==> config.mk <==
export PLATFORM = sky130hd
export DESIGN_NAME = led_blinker
export DESIGN_NICKNAME = d
export VERILOG_FILES = /design/src/rtl/led_blinker_pkg.sv /design/src/rtl/led_blinker_tick_gen.sv /design/src/rtl/led_blinker.sv
export SDC_FILE = /design/constraint.sdc
export NUM_CORES = 1
export LEC_CHECK = 0
export ABC_CLOCK_PERIOD_IN_PS = 4100
export CAP_MARGIN = 15
export CORE_UTILIZATION = 27
export DETAILED_ROUTE_END_ITERATION = 12
export HOLD_SLACK_MARGIN = 0.1
export SLEW_MARGIN = 20
export SYNTH_ARGS = -nofsm -noshare
export SYNTH_HDL_FRONTEND = slang
export SYNTH_SLANG_ARGS = --single-unit
==> constraint.sdc <==
create_clock -name clock -period 4.1 [get_ports clock]
set_clock_uncertainty 0.05 [all_clocks]
set_input_delay 0.615 -clock clock [delete_from_list [all_inputs] [get_ports clock]]
set_output_delay 0.615 -clock clock [all_outputs]
set_load 0.02 [all_outputs]
==> src/rtl/led_blinker_pkg.sv <==
// Shared widths and FSM state encoding for the LED blink-code sequencer.
package led_blinker_pkg;

   localparam int CODE_W = 3;
   localparam int REM_W  = 4;

   typedef logic [1:0] state_t;

   localparam state_t IDLE = 2'd0;
   localparam state_t ON   = 2'd1;
   localparam state_t OFF  = 2'd2;
   localparam state_t GAP  = 2'd3;

endpackage

==> src/rtl/led_blinker_tick_gen.sv <==
// Free-running prescaler: one-cycle tick every DIV clocks, restartable via clear.
module tick_gen #(
   parameter int DIV = 4096
) (
   input  logic clock,
   input  logic reset,
   input  logic clear,
   output logic tick
);

   localparam int CW = (DIV > 1) ? $clog2(DIV) : 1;
   localparam logic [CW-1:0] LAST = CW'(DIV - 1);

   logic [CW-1:0] count;

   always_ff @(posedge clock or posedge reset) begin
      if (reset) begin
         count <= '0;
      end else if (clear || count == LAST) begin
         count <= '0;
      end else begin
         count <= count + CW'(1);
      end
   end

   assign tick = (count == LAST) && !clear;

endmodule

==> src/rtl/led_blinker.sv <==
// Blinks an LED code+1 times per request, then holds a dark gap before idling
// on the steady_on level.
module led_blinker
   import led_blinker_pkg::*;
#(
   parameter int TICK_DIV  = 4096,
   parameter int ON_TICKS  = 2,
   parameter int OFF_TICKS = 2,
   parameter int GAP_TICKS = 6
) (
   input  logic              clock,
   input  logic              reset,
   input  logic              req,
   input  logic [CODE_W-1:0] code,
   input  logic              steady_on,
   output logic              led,
   output logic              busy,
   output logic              done
);

   localparam int MAX_A = (ON_TICKS > OFF_TICKS) ? ON_TICKS : OFF_TICKS;
   localparam int MAX_T = (MAX_A > GAP_TICKS) ? MAX_A : GAP_TICKS;
   localparam int PH_W  = $clog2(MAX_T + 1);

   localparam logic [PH_W-1:0] ON_LAST  = PH_W'(ON_TICKS - 1);
   localparam logic [PH_W-1:0] OFF_LAST = PH_W'(OFF_TICKS - 1);
   localparam logic [PH_W-1:0] GAP_LAST = PH_W'(GAP_TICKS - 1);

   state_t           state;
   logic [REM_W-1:0] remaining;
   logic [PH_W-1:0]  phase;
   logic             tick;
   logic             start;
   logic             phase_end;

   // The done cycle already shows state==IDLE; a request there must still be dropped.
   assign start = (state == IDLE) && req && !done;

   tick_gen #(
      .DIV (TICK_DIV)
   ) u_tick_gen (
      .clock (clock),
      .reset (reset),
      .clear (start),
      .tick  (tick)
   );

   always_comb begin
      phase_end = 1'b0;
      case (state)
         ON:      phase_end = tick && (phase == ON_LAST);
         OFF:     phase_end = tick && (phase == OFF_LAST);
         GAP:     phase_end = tick && (phase == GAP_LAST);
         default: phase_end = 1'b0;
      endcase
   end

   always_ff @(posedge clock or posedge reset) begin
      if (reset) begin
         state     <= IDLE;
         led       <= 1'b0;
         busy      <= 1'b0;
         done      <= 1'b0;
         remaining <= '0;
         phase     <= '0;
      end else begin
         done <= 1'b0;
         if (phase_end) begin
            phase <= '0;
         end else if (tick && state != IDLE) begin
            phase <= phase + PH_W'(1);
         end
         case (state)
            IDLE: begin
               if (start) begin
                  state     <= ON;
                  led       <= 1'b1;
                  busy      <= 1'b1;
                  remaining <= REM_W'(code) + REM_W'(1);
                  phase     <= '0;
               end else begin
                  led  <= steady_on;
                  busy <= 1'b0;
               end
            end
            ON: begin
               if (phase_end) begin
                  state     <= OFF;
                  led       <= 1'b0;
                  remaining <= remaining - REM_W'(1);
               end
            end
            OFF: begin
               if (phase_end) begin
                  if (remaining != '0) begin
                     state <= ON;
                     led   <= 1'b1;
                  end else begin
                     state <= GAP;
                  end
               end
            end
            GAP: begin
               if (phase_end) begin
                  state <= IDLE;
                  busy  <= 1'b0;
                  done  <= 1'b1;
                  led   <= 1'b0;
               end
            end
            default: begin
               state <= IDLE;
               led   <= 1'b0;
               busy  <= 1'b0;
            end
         endcase
      end
   end

endmodule

==> results of run 1 <==
cell type report:
cell class / instances / area, um^2 / share of cell area (%)
Multi-Input combinational cell: 110 / 743.2 / 46.88
Sequential cell: 24 / 600.6 / 37.88
Timing Repair Buffer: 9 / 90.09 / 5.683
Tap cell: 67 / 83.83 / 5.288
Clock buffer: 3 / 41.29 / 2.605
Inverter: 7 / 26.28 / 1.657
logic make-up after synthesis:
| family | count (synthesis) | synth area share (%) |
|---|---|---|
| AO/OA/AOI/OAI | 28 | 13.60 |
| AND/OR/NAND/NOR | 65 | 27.28 |
| flip-flops | 24 | 42.93 |
| buffers and inverters | 12 | 3.935 |
| adder cells (fa/ha/maj) | 6 | 5.367 |
| XOR/XNOR | 11 | 6.888 |
synth_stat cells (3+ instances only):
library cell,n
a21oi_1,10
and3_1,5
dfrtp_1,24
ha_1,6
inv_1,7
nand2_1,7
nand3_1,7
nand4_1,4
nor2_1,21
nor3_1,4
o21ai_0,4
xnor2_1,8
xor2_1,3
power by group:
group	internal (uW)	switching (uW)
clock network	65.7	72.3
logic	83.3	91.3
registers	285	50.9
total	434	214
layer usage:
| layer | vias to the layer above | global-route usage [%] | wire [um] |
|---|---|---|---|
| li1 | 534 | - | - |
| met1 | 501 | 15.98 | 1395 |
| met2 | 16 | 16.26 | 1142 |
| met3 | 4 | 2.846 | 99 |
| met4 | 0 | 2.350 | 27 |
| met5 | - | 0 | 0 |
state kept, by name (all words and copies together), names as in the netlist:
| register | cells |
|---|---|
| busy | 1 |
| done | 1 |
| led | 1 |
| phase | 3 |
| remaining | 4 |
| state | 2 |
| u_tick_gen.count | 12 |
per-stage QoR:
stage                     cell area, um^2  instances
after floorplan                      1399        146
after global placement               1544        217
after detailed placement             1544        217
after CTS                            1585        220
after global routing                 1585        220
final                                1585        220
worst paths after layout:
| kind | startpoint | end | cells after the start |
|---|---|---|---|
| min | u_tick_gen.count[0]$_DFF_PP0_ | u_tick_gen.count[0]$_DFF_PP0_ | 1 |
| max in group asynchronous | reset | u_tick_gen.count[3]$_DFF_PP0_ | 2 |
| min in group asynchronous | reset | u_tick_gen.count[11]$_DFF_PP0_ | 2 |
| max reg2reg | u_tick_gen.count[0]$_DFF_PP0_ | remaining[3]$_DFFE_PP0P_ | 6 |
| min reg2reg | u_tick_gen.count[0]$_DFF_PP0_ | u_tick_gen.count[0]$_DFF_PP0_ | 1 |
| max | req | remaining[0]$_DFFE_PP0P_ | 6 |
==> metrics.cfg, run 1 <==
[power_and_ir_drop]
vdd_drop_max_mv=0.2126
p_leak_uw=0.0006540
total_power_uw=648.2
cellPowerDensity_nw_per_um2=408.9

[grt]
grt_pass1_vias=954
grt_overflow=0
grtUsageTotal_pct=10.95
grt_pass1_wl_mm=4.595
grt_max_degree=25
antenna_found_initial=0

[critical_path]
cp.required_ns=4.20
cpPeakStageDelay_ns=0.52
cp_cell_sequence=clkdlybuf4s50_1, nor2b_1, and2_1, a21oi_1, nor3_2, a211oi_2
worst-path-buf-inv=1
cp-end-kind=flip-flop
cp_slowest_cell=and2_1
crit_arrival_ns=2.15
worst_setup_path_start_kind=input port
cp_max_fo=15
crit_type=in -> reg
critPathTopFamily=simple AND/OR/NAND/NOR gates
regToRegSetupSlack_ns=2.26

[synth]
synth-seq-cells=24
synthCells=146
synth_nets=159
yosysTopAreaCell=dfrtp_1
synth-edff-count=0
synth_ff_type=dfrtp_1
synth.distinct_cells=43
avgSynthCellArea_um2=9.581
ys_seq_area_share_pct=42.93
synth.top_cell.area_share_pct=42.93
syn_area_um2=1399
synthArstFlopShare_pct=100.0
synth_warnings=0
synth.area.top_cells=dfrtp_1, nor2_1, ha_1

[finish]
nets=168
layout_common_cells=dfrtp_1, nor2_1, a21oi_1, clkdlybuf4s50_1, xnor2_1
syn_to_final_growth_pct=13.33
final_common_cell=dfrtp_1
diodes=0
drive_gt1_share_pct=9.150
fill_cells=506
post-route-util_pct=32.70

[die]
fp.dieW_um=73.98
start_util_pct=28.85
core_area_um2=4848
dieHeight_um=73.98
die_area_um2=5473
ioPinCount=10
num_rows=25

[clocking]
clk_path_buf_depth=2
postCtsHoldBufs=0
cts_buffers=3
clk_latency_ns=0.26
post_cts_buffers=0
root_buffer=clkbuf_8
cts_tree=done
cts_sinks=24
cts_max_level=1
cts_resized=0
clkTransAtPathRegs_ns=0.08

[placed_design]
place_hpwl_mm=1.937
place_worst_setup_slack_ns=1.740
numPortBuffers=9
gp_congestion=0.7182

[sta]
rsz0062_at_grt=no
max-slew-margin-rel_pct=41.27
tightest_slew_ns=0.8756
fin_crit_sh_pct=49.94
setup_tns_ns=0
fmax_mhz=488.3
whs_ns=0.4405
finalMaxSlewViolations=0
hold_viol_final=0
worst_slack_ns=2.052
min_period_ns=2.048
finalSetupViolCount=0

[drt]
drc=0
drt_iter0_markers=84
num_vias=1055
avgViaCountPerCell=4.795
dr.pass1.iters=4
routed_wl_mm=2.665
ant_nets=0
wl_per_cell_um=12.11

[run_status]
status=finished, final reports clean

[run]
cap_violations=0

[hold_path]
hp-class=reg -> reg

(Power assumes the default switching activity.)
==> run 2: changes to the inputs <==
--- a/config.mk
+++ b/config.mk
@@ -5,7 +5,7 @@
 export SDC_FILE = /design/constraint.sdc
 export NUM_CORES = 1
 export LEC_CHECK = 0
-export ABC_CLOCK_PERIOD_IN_PS = 4100
+export ABC_CLOCK_PERIOD_IN_PS = 2000
 export CAP_MARGIN = 15
 export CORE_UTILIZATION = 27
 export DETAILED_ROUTE_END_ITERATION = 12
==> constraint.sdc (replaced) <==
create_clock -name clock -period 2 [get_ports clock]
set_clock_uncertainty 0.05 [all_clocks]
set_input_delay 0.3 -clock clock [delete_from_list [all_inputs] [get_ports clock]]
set_output_delay 0.3 -clock clock [all_outputs]
set_load 0.02 [all_outputs]
==> metrics.cfg, run 2 (same netlist as run 1, synthesis figures left out) <==
[drt]
routed_wl_mm=2.762  ; +3.6%
num_vias=1045  ; -0.95%
avgViaCountPerCell=4.665  ; -2.7%
wl_per_cell_um=12.33  ; +1.8%
drc=0  ; unchanged
drt_iter0_markers=64  ; -24%
dr.pass1.iters=4  ; unchanged
ant_nets=0  ; unchanged

[power_and_ir_drop]
netSwitchingFraction_pct=30.86  ; -2.2 points
pwr-share-seq_pct=46.3  ; -5.5 points
p_leak_uw=0.0006875  ; +5.1%
internal_power_uw=1028  ; +140%
cellPowerDensity_nw_per_um2=908.0  ; +120%
switchingPower_uw=458.9  ; +110%
power_frac_clock_pct=29.2  ; +7.9 points
pwr-share-comb_pct=24.5  ; -2.4 points
vdd_drop_max_mv=0.2875  ; +35%

[finish]
drive_gt1_share_pct=11.46  ; +2.3 points
regMostFlops=u_tick_gen.count
diodes=0  ; unchanged
nets=171  ; +1.8%
postLayoutCellArea_um2=1638  ; +3.3%
largest_reg_flops=12  ; unchanged
fill_cells=503  ; -0.59%
final_common_cell=dfrtp_1
layout_common_cells=dfrtp_1, nor2_1, a21oi_1, clkdlybuf4s50_1, xnor2_1
top_regs=u_tick_gen.count x12, remaining x4, phase x3
syn_to_final_growth_pct=17.08

[placed_design]
place_hpwl_mm=2.000  ; +3.3%
place_area_um2=1567  ; +1.5%
gp_congestion=0.7484  ; +4.2%
place_worst_setup_slack_ns=0.1737  ; -1.566 ns
numPortBuffers=9  ; unchanged

[grt]
grtUsageTotal_pct=10.87  ; -0.090 points
grt_overflow=0  ; unchanged
antenna_found_initial=0  ; unchanged
grt_max_degree=25  ; unchanged
grt_pass1_vias=966  ; +1.3%
grt_pass1_wl_mm=4.512  ; -1.8%

[sta]
whs_ns=0.3153  ; -0.1252 ns
fmax_mhz=564.6
rsz0062_at_grt=no
fin_crit_sh_pct=88.56
finalSetupViolCount=0  ; unchanged
tightest_slew_ns=0.4502  ; -0.4254 ns
worst_slack_ns=0.2288  ; -1.824 ns
max-slew-margin-rel_pct=69.74  ; +28 points
min_period_ns=1.771
finalMaxSlewViolations=0  ; unchanged
hold_viol_final=0  ; unchanged
setup_tns_ns=0  ; unchanged

[die]
die_area_um2=5473  ; unchanged
ioPinCount=10  ; unchanged
start_util_pct=28.85  ; unchanged
fp.dieW_um=73.98  ; unchanged
num_rows=25  ; unchanged
dieHeight_um=73.98  ; unchanged
core_area_um2=4848  ; unchanged

[clocking]
clk_path_buf_depth=2  ; unchanged
cts_max_level=1  ; unchanged
cts_sinks=24  ; unchanged
clkTransAtPathRegs_ns=0.09  ; about the same
cts_resized=0  ; unchanged
cts_buffers=3  ; unchanged
clk_latency_ns=0.27  ; about the same
post_cts_buffers=0  ; unchanged
root_buffer=clkbuf_8
cts_tree=done
postCtsHoldBufs=0  ; unchanged

[critical_path]
cp.depth=6  ; unchanged
cpPeakStageDelay_ns=0.40  ; -0.12 ns
worst_setup_path_start_kind=flip-flop
critPathTopFamily=simple AND/OR/NAND/NOR gates
cp.required_ns=2.11  ; -2.09 ns
crit_arrival_ns=1.88  ; -0.27 ns
worst-path-buf-inv=0  ; -1
cp-end-kind=flip-flop
regToRegSetupSlack_ns=0.23  ; -2.03 ns
cp_cell_sequence=ha_1, and3_1, nand3_4, nor3_4, a32o_1, a21oi_1
cp_max_fo=6  ; -9
crit_type=reg -> reg
cp_slowest_cell=dfrtp_1
worst-r2r-cell-count=6  ; unchanged

[run]
cap_violations=0  ; unchanged

[run_status]
status=finished, final reports clean

[hold_path]
hp-class=in -> async

==> run 2: cell count changes in the layout (fill, tap and decap cells not counted) <==
cell,before,now
clkinv_1,1,0
inv_1,6,7
buf_4,0,3
bufinv_16,0,1
==> run 2: power groups by stage <==
stage	Clock [uW]	Sequential, uW	Combinational (uW)
finish	434	688	365
global route	459	707	411
CTS	450	689	369
detailed placement	0	697	367
global placement	0	695	366
floorplan	0	685	271
==> run 2: final timing paths <==
check	start	end
min	reset	u_tick_gen.count[2]$_DFF_PP0_
max reg2reg	u_tick_gen.count[0]$_DFF_PP0_	remaining[3]$_DFFE_PP0P_
max in group asynchronous	reset	u_tick_gen.count[7]$_DFF_PP0_
min in group clock	led$_DFFE_PP0P_	led$_DFFE_PP0P_
max	u_tick_gen.count[0]$_DFF_PP0_	remaining[3]$_DFFE_PP0P_
min reg2reg	led$_DFFE_PP0P_	led$_DFFE_PP0P_
==> run 2: area by class of cell <==
class	count	area [um^2]	share of cell area, %
clock buffer	3	41.29	2.521
tap	67	83.83	5.118
sequential	24	600.6	36.67
inverter	7	26.28	1.604
timing repair buffer	12	112.6	6.875
multi-input combinational	110	743.2	45.38
clock inverter	1	30.03	1.833
==> run 2: worst register-to-register path, cell delays in order (launching register included) <==
cell and delay (ns):
dfrtp_1 0.40, ha_1 0.21, and3_1 0.30, nand3_4 0.13, nor3_4 0.31, a32o_1 0.21
a21oi_1 0.04
==> run 2: metrics by stage <==
stage / total power (uW) / cells / utilization, %
after floorplan: 956.1 / 146 / -
after global placement: 1061 / 220 / 32.31
after detailed placement: 1064 / 220 / 32.31
after CTS: 1508 / 224 / 33.78
after global routing: 1576 / 224 / 33.78
final: 1487 / 224 / 33.78
==> run 2: metal layers <==
metal	global-route usage, %	up-vias	part of all wire, %
li1	-	539	-
met5	0	-	0
met1	15.49	485	54
met2	16.16	16	42
met3	3.252	5	3.3
met4	2.564	0	0.83
==> run 3: changes to the inputs <==
--- a/config.mk
+++ b/config.mk
@@ -7,9 +7,11 @@
 export LEC_CHECK = 0
 export ABC_CLOCK_PERIOD_IN_PS = 2000
 export CAP_MARGIN = 15
+export CORE_ASPECT_RATIO = 0.7
 export CORE_UTILIZATION = 27
 export DETAILED_ROUTE_END_ITERATION = 12
 export HOLD_SLACK_MARGIN = 0.1
+export SKIP_LAST_GASP = 1
 export SLEW_MARGIN = 20
 export SYNTH_ARGS = -nofsm -noshare
 export SYNTH_HDL_FRONTEND = slang
==> metrics.cfg, run 3 (same netlist as run 1, synthesis figures left out) <==
[critical_path]
worst-r2r-cell-count=6  ; unchanged
cp_slowest_cell=dfrtp_1
cp.required_ns=2.11  ; about the same
worst_setup_path_start_kind=flip-flop
cp_cell_sequence=ha_1, and3_2, nand3_4, nor3_4, a32o_1, a21oi_1
r2r_start=u_tick_gen.count[0]$_DFF_PP0_
crit_type=reg -> reg
timing.rr.end=remaining[3]$_DFFE_PP0P_
cp_max_fo=6  ; unchanged
crit_arrival_ns=1.89  ; about the same
cp-end-kind=flip-flop
cpPeakStageDelay_ns=0.41  ; about the same
regToRegSetupSlack_ns=0.22  ; about the same

[sta]
fin_crit_sh_pct=89.03  ; +0.47 points
finalMaxSlewViolations=0  ; unchanged
worst_slack_ns=0.2194  ; -0.009394 ns
tightest_slew_ns=0.4296  ; -0.02059 ns
max-slew-margin-rel_pct=71.36  ; +1.6 points
hold_viol_final=0  ; unchanged
setup_tns_ns=0  ; unchanged
rsz0062_at_grt=no
finalSetupViolCount=0  ; unchanged
min_period_ns=1.781  ; +0.009394 ns
fmax_mhz=561.6  ; -0.53%

[placed_design]
place_worst_setup_slack_ns=0.09713  ; -0.07662 ns
numPortBuffers=9  ; unchanged
gp_congestion=0.7542  ; +0.77%
place_hpwl_mm=2.168  ; +8.4%
placed_cells=223  ; +1.4%

[grt]
antenna_found_initial=0  ; unchanged
grt_overflow=0  ; unchanged
grt_pass1_vias=1017  ; +5.3%
grtUsageTotal_pct=12.30  ; +1.4 points
grt_pass1_wl_mm=5.175  ; +15%
grt_max_degree=25  ; unchanged

[clocking]
clkTransAtPathRegs_ns=0.09  ; about the same
root_buffer=clkbuf_8
cts_max_level=1  ; unchanged
cts_sinks=24  ; unchanged
post_cts_buffers=0  ; unchanged
clk_path_buf_depth=2  ; unchanged
cts_buffers=3  ; unchanged
cts_tree=done
clk_latency_ns=0.27  ; about the same

[drt]
avgViaCountPerCell=4.674  ; +0.19%
num_vias=1061  ; +1.5%
wl_per_cell_um=13.03  ; +5.6%
drt_iter0_markers=74  ; +16%
drc=0  ; unchanged
dr.pass1.iters=4  ; unchanged
ant_nets=0  ; unchanged
routed_wl_mm=2.957  ; +7.1%

[power_and_ir_drop]
power_frac_clock_pct=29.0  ; -0.2 points
total_power_uw=1499  ; +0.77%
cellPowerDensity_nw_per_um2=908.7  ; about the same
pwr-share-seq_pct=46.2  ; about the same
switchingPower_uw=468.5  ; +2.1%
netSwitchingFraction_pct=31.27  ; +0.41 points
internal_power_uw=1030  ; +0.17%
p_leak_uw=0.0006912  ; +0.53%
pwr-share-comb_pct=24.8  ; +0.3 points
vdd_drop_max_mv=0.3479  ; +21%

[hold_path]
hp-class=in -> async

[finish]
final_common_cell=dfrtp_1
layout_common_cells=dfrtp_1, nor2_1, a21oi_1, clkdlybuf4s50_1, xnor2_1
nets=172  ; +0.58%
regMostFlops=u_tick_gen.count
layout.cells.non_filler=227  ; +1.3%
drive_gt1_share_pct=12.66  ; +1.2 points
largest_reg_flops=12  ; unchanged
syn_to_final_growth_pct=17.89
diodes=0  ; unchanged
top_regs=u_tick_gen.count x12, remaining x4, phase x3

[die]
core_area_um2=4887  ; +0.80%
ioPinCount=10  ; unchanged
die_area_um2=5477  ; about the same
num_rows=21  ; -16%
dieHeight_um=62.22  ; -16%
fp.dieW_um=88.03  ; +19%
start_util_pct=28.62  ; -0.23 points

[run]
cap_violations=0  ; unchanged

[run_status]
status=finished, final reports clean

==> run 3: layer usage <==
metal / up-vias / GRT usage (%) / share of wire [%]
met4: 0 / 1.815 / 0.57
met2: 18 / 15.41 / 36
met5: - / 0 / 0
met3: 2 / 3.590 / 4.8
met1: 500 / 20.38 / 59
li1: 541 / - / -
==> run 3: area by class of cell <==
cell class | instances | area [um^2]
clock buffers | 3 | 41.29
clock inverters | 1 | 30.03
fillers | 538 | 3238
inverters | 7 | 26.28
multi-input cells | 110 | 744.5
flip-flops and latches | 24 | 600.6
well taps | 69 | 86.33
repair buffers | 13 | 120.1
==> run 3: power by group through the flow <==
stage / clock [uW] / sequential [uW] / combinational (uW)
floorplan: 0 / 685 / 271
global placement: 0 / 700 / 366
detailed placement: 0 / 700 / 372
CTS: 440 / 691 / 374
global route: 460 / 709 / 428
finish: 434 / 693 / 372
==> run 3: repair_timing <==
| action | 4_1_cts | 5_1_grt |
|---|---|---|
| hold buffers | 0 | 0 |
| endpoints found under the setup margin | 0 | 2 |
| gates resized for setup | 0 | 1 |
| hold endpoints to repair | 0 | 0 |
==> run 3: through the flow <==
step,cell area (um^2),hold WS (ns),utilization [%]
after floorplan,1399,0.2646,-
after global placement,1577,0.4344,32.26
after detailed placement,1577,0.4403,32.26
after CTS,1648,0.3328,33.72
after global routing,1649,0.3803,33.74
final,1649,0.3244,33.74
==> run 3: critical path, delay by kind of cell, from the launching register on <==
| family | cells | cell delay, ns |
|---|---|---|
| simple gates | 3 | 0.73 |
| flops | 1 | 0.41 |
| compound gates | 2 | 0.26 |
| fa+ha+maj | 1 | 0.22 |
==> run 3: how the worst max path moves through the flow <==
stage,startpoint,to,slack (ns),cells after the start
finish,u_tick_gen.count[0]$_DFF_PP0_,remaining[3]$_DFFE_PP0P_,0.22,6
global route,u_tick_gen.count[0]$_DFF_PP0_,remaining[3]$_DFFE_PP0P_,0.06,6
CTS,u_tick_gen.count[0]$_DFF_PP0_,remaining[3]$_DFFE_PP0P_,0.12,6
detailed placement,req,busy$_DFFE_PP0P_,0.1,6
global placement,req,busy$_DFFE_PP0P_,0.15,6
floorplan,u_tick_gen.count[0]$_DFF_PP0_,remaining[3]$_DFFE_PP0P_,0.42,7
